## src/rtl/edge_frame_seq.sv

```systemverilog
// Frame sequencer and adaptive threshold controller for the gradient/edge_det datapath.
// One frame: sweep grayscale read addresses, follow the fixed pipeline latency, write each
// pixel_edge bit into the edge-map BRAM, count edge pixels, then nudge the threshold so the
// per-frame edge count moves toward target_count.
module edge_frame_seq #(
  parameter int unsigned IMG_W    = 320,
  parameter int unsigned IMG_H    = 240,
  parameter int unsigned ADDR_W   = 17,
  parameter int unsigned PIPE_LAT = 3,
  parameter logic [15:0] THR_INIT = 16'd400,
  parameter logic [15:0] THR_STEP = 16'd8,
  parameter logic [16:0] HYST     = 17'd256
) (
  input  logic              clk,
  input  logic              rst,
  input  logic              start,
  input  logic              adapt_en,
  input  logic [16:0]       target_count,
  input  logic              pixel_edge,
  output logic              rd_en,
  output logic [ADDR_W-1:0] rd_addr,
  output logic              wr_en,
  output logic [ADDR_W-1:0] wr_addr,
  output logic              wr_data,
  output logic [15:0]       threshold,
  output logic [16:0]       edge_count,
  output logic              busy,
  output logic              done
);

  localparam int unsigned       NumPix   = IMG_W * IMG_H;
  localparam logic [ADDR_W-1:0] LastAddr = ADDR_W'(NumPix - 1);

  typedef enum logic [2:0] {
    StIdle,
    StScan,
    StDrain,
    StUpdate,
    StDone
  } state_e;

  state_e state_q, state_d;

  // Scan address counter.
  logic [ADDR_W-1:0] addr_q;

  // Delay line aligning each read address with its returning pixel_edge bit.
  logic              dly_valid_q [PIPE_LAT];
  logic [ADDR_W-1:0] dly_addr_q  [PIPE_LAT];
  logic              dly_last_valid;
  logic [ADDR_W-1:0] dly_last_addr;
  logic              dly_pending;

  logic [15:0] thr_q;
  logic [15:0] thr_next;
  logic [16:0] count_q;

  logic frame_start;

  assign frame_start    = (state_q == StIdle) && start;
  assign dly_last_valid = dly_valid_q[PIPE_LAT-1];
  assign dly_last_addr  = dly_addr_q[PIPE_LAT-1];

  // State register.
  always_ff @(posedge clk or posedge rst) begin
    if (rst) begin
      state_q <= StIdle;
    end else begin
      state_q <= state_d;
    end
  end

  // Pending reads still inside the line, excluding the stage that writes this cycle.
  always_comb begin
    dly_pending = 1'b0;
    for (int unsigned i = 0; i + 1 < PIPE_LAT; i++) begin
      dly_pending = dly_pending | dly_valid_q[i];
    end
  end

  // Next-state logic.
  always_comb begin
    state_d = state_q;
    unique case (state_q)
      StIdle: begin
        if (start) state_d = StScan;
      end
      StScan: begin
        if (addr_q == LastAddr) state_d = StDrain;
      end
      StDrain: begin
        // Leave once the final write happens on this edge.
        if (!dly_pending) state_d = StUpdate;
      end
      StUpdate: state_d = StDone;
      StDone:   state_d = StIdle;
      default:  state_d = StIdle;
    endcase
  end

  // Output decode; addresses are forced to zero whenever their strobe is low.
  always_comb begin
    rd_en   = (state_q == StScan);
    rd_addr = rd_en ? addr_q : '0;
    wr_en   = dly_last_valid;
    wr_addr = dly_last_valid ? dly_last_addr : '0;
    wr_data = dly_last_valid & pixel_edge;
    busy    = (state_q != StIdle);
    done    = (state_q == StDone);
  end

  // Read address counter: cleared on frame entry, advanced every SCAN cycle.
  always_ff @(posedge clk or posedge rst) begin
    if (rst) begin
      addr_q <= '0;
    end else if (frame_start) begin
      addr_q <= '0;
    end else if (state_q == StScan) begin
      addr_q <= addr_q + 1'b1;
    end
  end

  // Delay line shift: stage 0 captures the current read, later stages follow.
  always_ff @(posedge clk or posedge rst) begin
    if (rst) begin
      for (int unsigned i = 0; i < PIPE_LAT; i++) begin
        dly_valid_q[i] <= 1'b0;
        dly_addr_q[i]  <= '0;
      end
    end else begin
      dly_valid_q[0] <= rd_en;
      dly_addr_q[0]  <= rd_addr;
      for (int unsigned i = 1; i < PIPE_LAT; i++) begin
        dly_valid_q[i] <= dly_valid_q[i-1];
        dly_addr_q[i]  <= dly_addr_q[i-1];
      end
    end
  end

  // Edge pixel counter: cleared on frame entry, held after the frame until the next one.
  always_ff @(posedge clk or posedge rst) begin
    if (rst) begin
      count_q <= '0;
    end else if (frame_start) begin
      count_q <= '0;
    end else if (dly_last_valid && pixel_edge) begin
      count_q <= count_q + 17'd1;
    end
  end

  // Threshold adaptation rule, evaluated in 18 bits so target+HYST cannot overflow.
  always_comb begin
    logic [17:0] cnt_ext;
    logic [17:0] tgt_ext;
    logic [17:0] hyst_ext;
    logic [16:0] thr_sum;
    cnt_ext  = {1'b0, count_q};
    tgt_ext  = {1'b0, target_count};
    hyst_ext = {1'b0, HYST};
    thr_sum  = {1'b0, thr_q} + {1'b0, THR_STEP};
    thr_next = thr_q;
    if (cnt_ext > tgt_ext + hyst_ext) begin
      thr_next = thr_sum[16] ? 16'hFFFF : thr_sum[15:0];
    end else if (cnt_ext + hyst_ext < tgt_ext) begin
      thr_next = (thr_q < THR_STEP) ? 16'h0000 : thr_q - THR_STEP;
    end
  end

  // Threshold register: only moves in UPDATE, so it is stable across a frame's writes.
  always_ff @(posedge clk or posedge rst) begin
    if (rst) begin
      thr_q <= THR_INIT;
    end else if ((state_q == StUpdate) && adapt_en) begin
      thr_q <= thr_next;
    end
  end

  assign threshold  = thr_q;
  assign edge_count = count_q;

endmodule

```

## config.mk

```make
export PLATFORM = sky130hd
export DESIGN_NAME = edge_frame_seq
export DESIGN_NICKNAME = d
export VERILOG_FILES = /design/src/rtl/edge_frame_seq.sv
export SDC_FILE = /design/constraint.sdc
export NUM_CORES = 1
export LEC_CHECK = 0
export ABC_AREA = 1
export CAP_MARGIN = 20
export CORE_AREA = 8 8 124 126
export DETAILED_ROUTE_END_ITERATION = 8
export DIE_AREA = 0 0 132 134
export GPL_ROUTABILITY_DRIVEN = 0
export PLACE_DENSITY_LB_ADDON = 0.2
export SLEW_MARGIN = 10
export SYNTH_ARGS = -nofsm -noshare
export SYNTH_HDL_FRONTEND = slang
export SYNTH_SLANG_ARGS = --single-unit
```

## constraint.sdc

```tcl
create_clock -name clk -period 3.3 [get_ports clk]
set_input_delay 0.66 -clock clk [delete_from_list [all_inputs] [get_ports clk]]
set_output_delay 0.66 -clock clk [all_outputs]
set_load 0.02 [all_outputs]
```

==> results.ini <==
[routing]
drt-wirelength-per-cell_um = 14.08
wl_met3_um = 849
vias_per_cell = 5.095
drc = 0
vias = 5324
top_layer = met4
wl_met1_mm = 6.645
ant_nets = 0
drt_first_pass_iters = 5
drt_iter0_markers = 342
routed_wl_mm = 14.71
route.met2.wl_mm = 6.982

[timing]
skew_ns = 0.008418
tns_ns = 0
final.setup.worst_slack_ns = 0.2524
relSlewSlack = 0.4514
fmax_ghz = 0.3281
finalSetupViolCount = 0
hold_violations = 0
whs_ns = 0.3473
maxSlewViolCount = 0
worstMarginPinSlew_ns = 0.8212
rsz0062_at_grt = false
fin_crit_ns = 3.048
timing.final.crit_share = 0.9235

[power]
switching_share = 0.3811
power_leakage_nw = 3.736
power_w = 0.004599
power.internal_w = 0.002846
cellPowerDensity_mw_per_mm2 = 619.0
power_frac_clock = 0.257
switchingPower_w = 0.001753
max-vdd-ir-drop_v = 0.0003878
seq_power_share = 0.374
power_frac_comb = 0.369

[global_route]
grt_first_pass_wirelength_mm = 24.61
grt_pass1_vias = 5167
grt_max_degree = 37
antenna_found_initial = 0
grt_usage = 0.1679
globalRouteOverflowTotal = 0

[cells_and_area]
nFillCells = 1276
regArea_sq_mm = 0.002631
final_cell_mix = nand2_1, inv_1, dfrtp_1
antenna_cells = 0
finalNetCount = 914
drive_above_1_share = 0.06358
final_common_cell = nand2_1
multiInputGateArea_sq_mm = 0.002704
area_growth_pct = 25.83

[clock_network]
cts.reportedPaths.clkPinSlew_ns = 0.07
cts_tree = done
cts.sinks = 105
postCtsSetupBuffers = 0
numCtsBuffers = 9
cts.htree.levels = 3
clk_latency_ns = 0.35
cts_buffer_depth = 2
root_buffer = clkbuf_16

[critical_path]
end_kind = register
r2r-start = edge_count[9]$_DFFE_PP0P_
worstPathMaxFanout = 13
r2r-end = threshold[15]$_DFFE_PP0P_
ff2ff_path_depth = 18
required_ns = 3.54
critPathArrivalTime_ns = 3.29
path_class = reg2reg
critPathLaunchType = register
ff2ff_setup_slack_ns = 0.25

[run]
maxCapViolations = 0

[run_status]
status = finished clean

[synthesis]
synth_area_leaders = dfrtp_1, nand2_1, inv_1, ha_1, nand3_1
avgSynthCellArea_sq_um = 7.749
yosysSeqAreaShare = 0.4456
synth_top_family_by_area = simple AND/OR/NAND/NOR gates
synth_edf_count = 0
synth_flop_cell = dfrtp_1
synth_xor_xnor_area_share = 0.02818
yosys.area_share.simple = 0.2859
synth_compound_area_frac = 0.07523
synth_cell_types = 39
async_flop_share = 1.000
ys_seq_elements = 105
syn-cell-area_sq_mm = 0.005904
synthMuxAreaShare = 0
synth_top_area_share = 0.4323
syn_inst = 762
yosys.area_share.adder = 0.06781
ys_warn_count = 0
yosysTopAreaCell = dfrtp_1
synth_nets = 816

[place]
hpwlAfterDp_mm = 11.34
preCtsSetupSlack_ns = -0.01855
numPortBuffers = 93

[hold_path]
min_from = dly_addr_q[45]$_DFF_PP0_
hold_path_depth = 0
holdCritPathClass = reg2reg
whs_endpoint = dly_addr_q[28]$_DFF_PP0_

[die]
start_util = 0.4372
ios = 94
dieWidth_um = 132
die-area_sq_mm = 0.01769
placeableCoreArea_sq_mm = 0.01350
die_y_um = 134
rows = 43

-- power groups by stage --
stage	registers, W	clock network (W)	logic [W]
global route	0.00175	0.00126	0.00191
floorplan	0.00177	0	0.00106
global placement	0.00173	0	0.00167
detailed placement	0.00175	0	0.00170
finish	0.00172	0.00118	0.00170
CTS	0.00172	0.00121	0.00171
-- worst max path at each step --
stage | from | depth (start not counted) | end
2_1_floorplan | edge_count[8]$_DFFE_PP0P_ | 19 | threshold[3]$_DFFE_PP0P_
3_3_place_gp | target_count[8] | 18 | threshold[10]$_DFFE_PP0P_
3_5_place_dp | target_count[8] | 18 | threshold[15]$_DFFE_PP0P_
4_1_cts | edge_count[9]$_DFFE_PP0P_ | 18 | threshold[15]$_DFFE_PP0P_
5_1_grt | edge_count[9]$_DFFE_PP0P_ | 18 | threshold[6]$_DFFE_PP0P_
6_report | edge_count[9]$_DFFE_PP0P_ | 18 | threshold[15]$_DFFE_PP0P_
-- sequential cells by signal (all words and copies together), names as in the netlist --
| signal | cells |
|---|---|
| addr_q | 17 |
| dly_addr_q | 34 |
| dly_last_addr | 17 |
| dly_valid_q | 2 |
| edge_count | 17 |
| state_q | 3 |
| threshold | 14 |
| wr_en | 1 |
-- cell usage after synthesis, types with 2 or more instances --
cell type,n
nor3_2,2
o211ai_1,2
xnor2_1,3
nor2_1,81
nand3_2,4
nand3_1,62
o21ai_0,35
clkbuf_1,7
nand4_1,13
clkinv_1,2
nor3_1,31
nand2_1,173
nand2_4,3
dfrtp_1,102
xor2_1,16
nand2_2,3
a31oi_1,3
buf_4,3
buf_2,6
inv_1,118
dfstp_2,3
nor4_1,4
a21oi_1,36
buf_6,2
or2_2,2
and3_1,2
ha_1,32
-- metrics by stage --
stage	utilization	cells	cell area (sq um)
after floorplan	-	762	5908
after global placement	0.5248	1029	7087
after detailed placement	0.5248	1029	7087
after CTS	0.5498	1045	7425
after global routing	0.5502	1045	7430
final	0.5502	1045	7430
-- per-layer routing --
layer  vias to the layer above  global-route usage
met5                         -                   0
met4                         0             0.05424
met3                        20             0.05011
met2                       149              0.2796
met1                      2535              0.2044
li1                       2620                   -
-- worst max-delay path, stage by stage (launching register included) --
cell	delay, ns
dfrtp_1	0.46
ha_1	0.26
nand2_1	0.11
nor3_2	0.20
nand2_1	0.10
nor2_1	0.17
xor2_1	0.16
inv_1	0.06
ha_1	0.33
a21oi_1	0.17
nand3_1	0.09
inv_1	0.06
nand2_1	0.04
inv_1	0.04
nand2_1	0.10
o21ai_4	0.26
nand2_4	0.17
nand2_1	0.10
nand2_1	0.05
-- cell families (layout without fill, tap and decap cells) --
logic type | count (synthesis) | after routing
simple gates | 383 | 383
compound gates | 82 | 82
flops | 105 | 105
fa+ha+maj | 32 | 32
buf+inv | 141 | 244
xor+xnor | 19 | 19
-- final cells by class --
class,count,area share
well taps,180,0.03031
repair buffers,107,0.1445
clock buffers,11,0.03402
multi-input cells,516,0.3639
clock inverters,5,0.01145
flip-flops and latches,105,0.3542
inverters,121,0.06164
-- repair_timing --
action                                  4_1_cts  5_1_grt
hold buffers                                  0        0
resized for setup                             0        1
hold endpoints to repair                      0        0
endpoints found under the setup margin        0       13
Note: power is estimated with default switching activity, not from simulation.
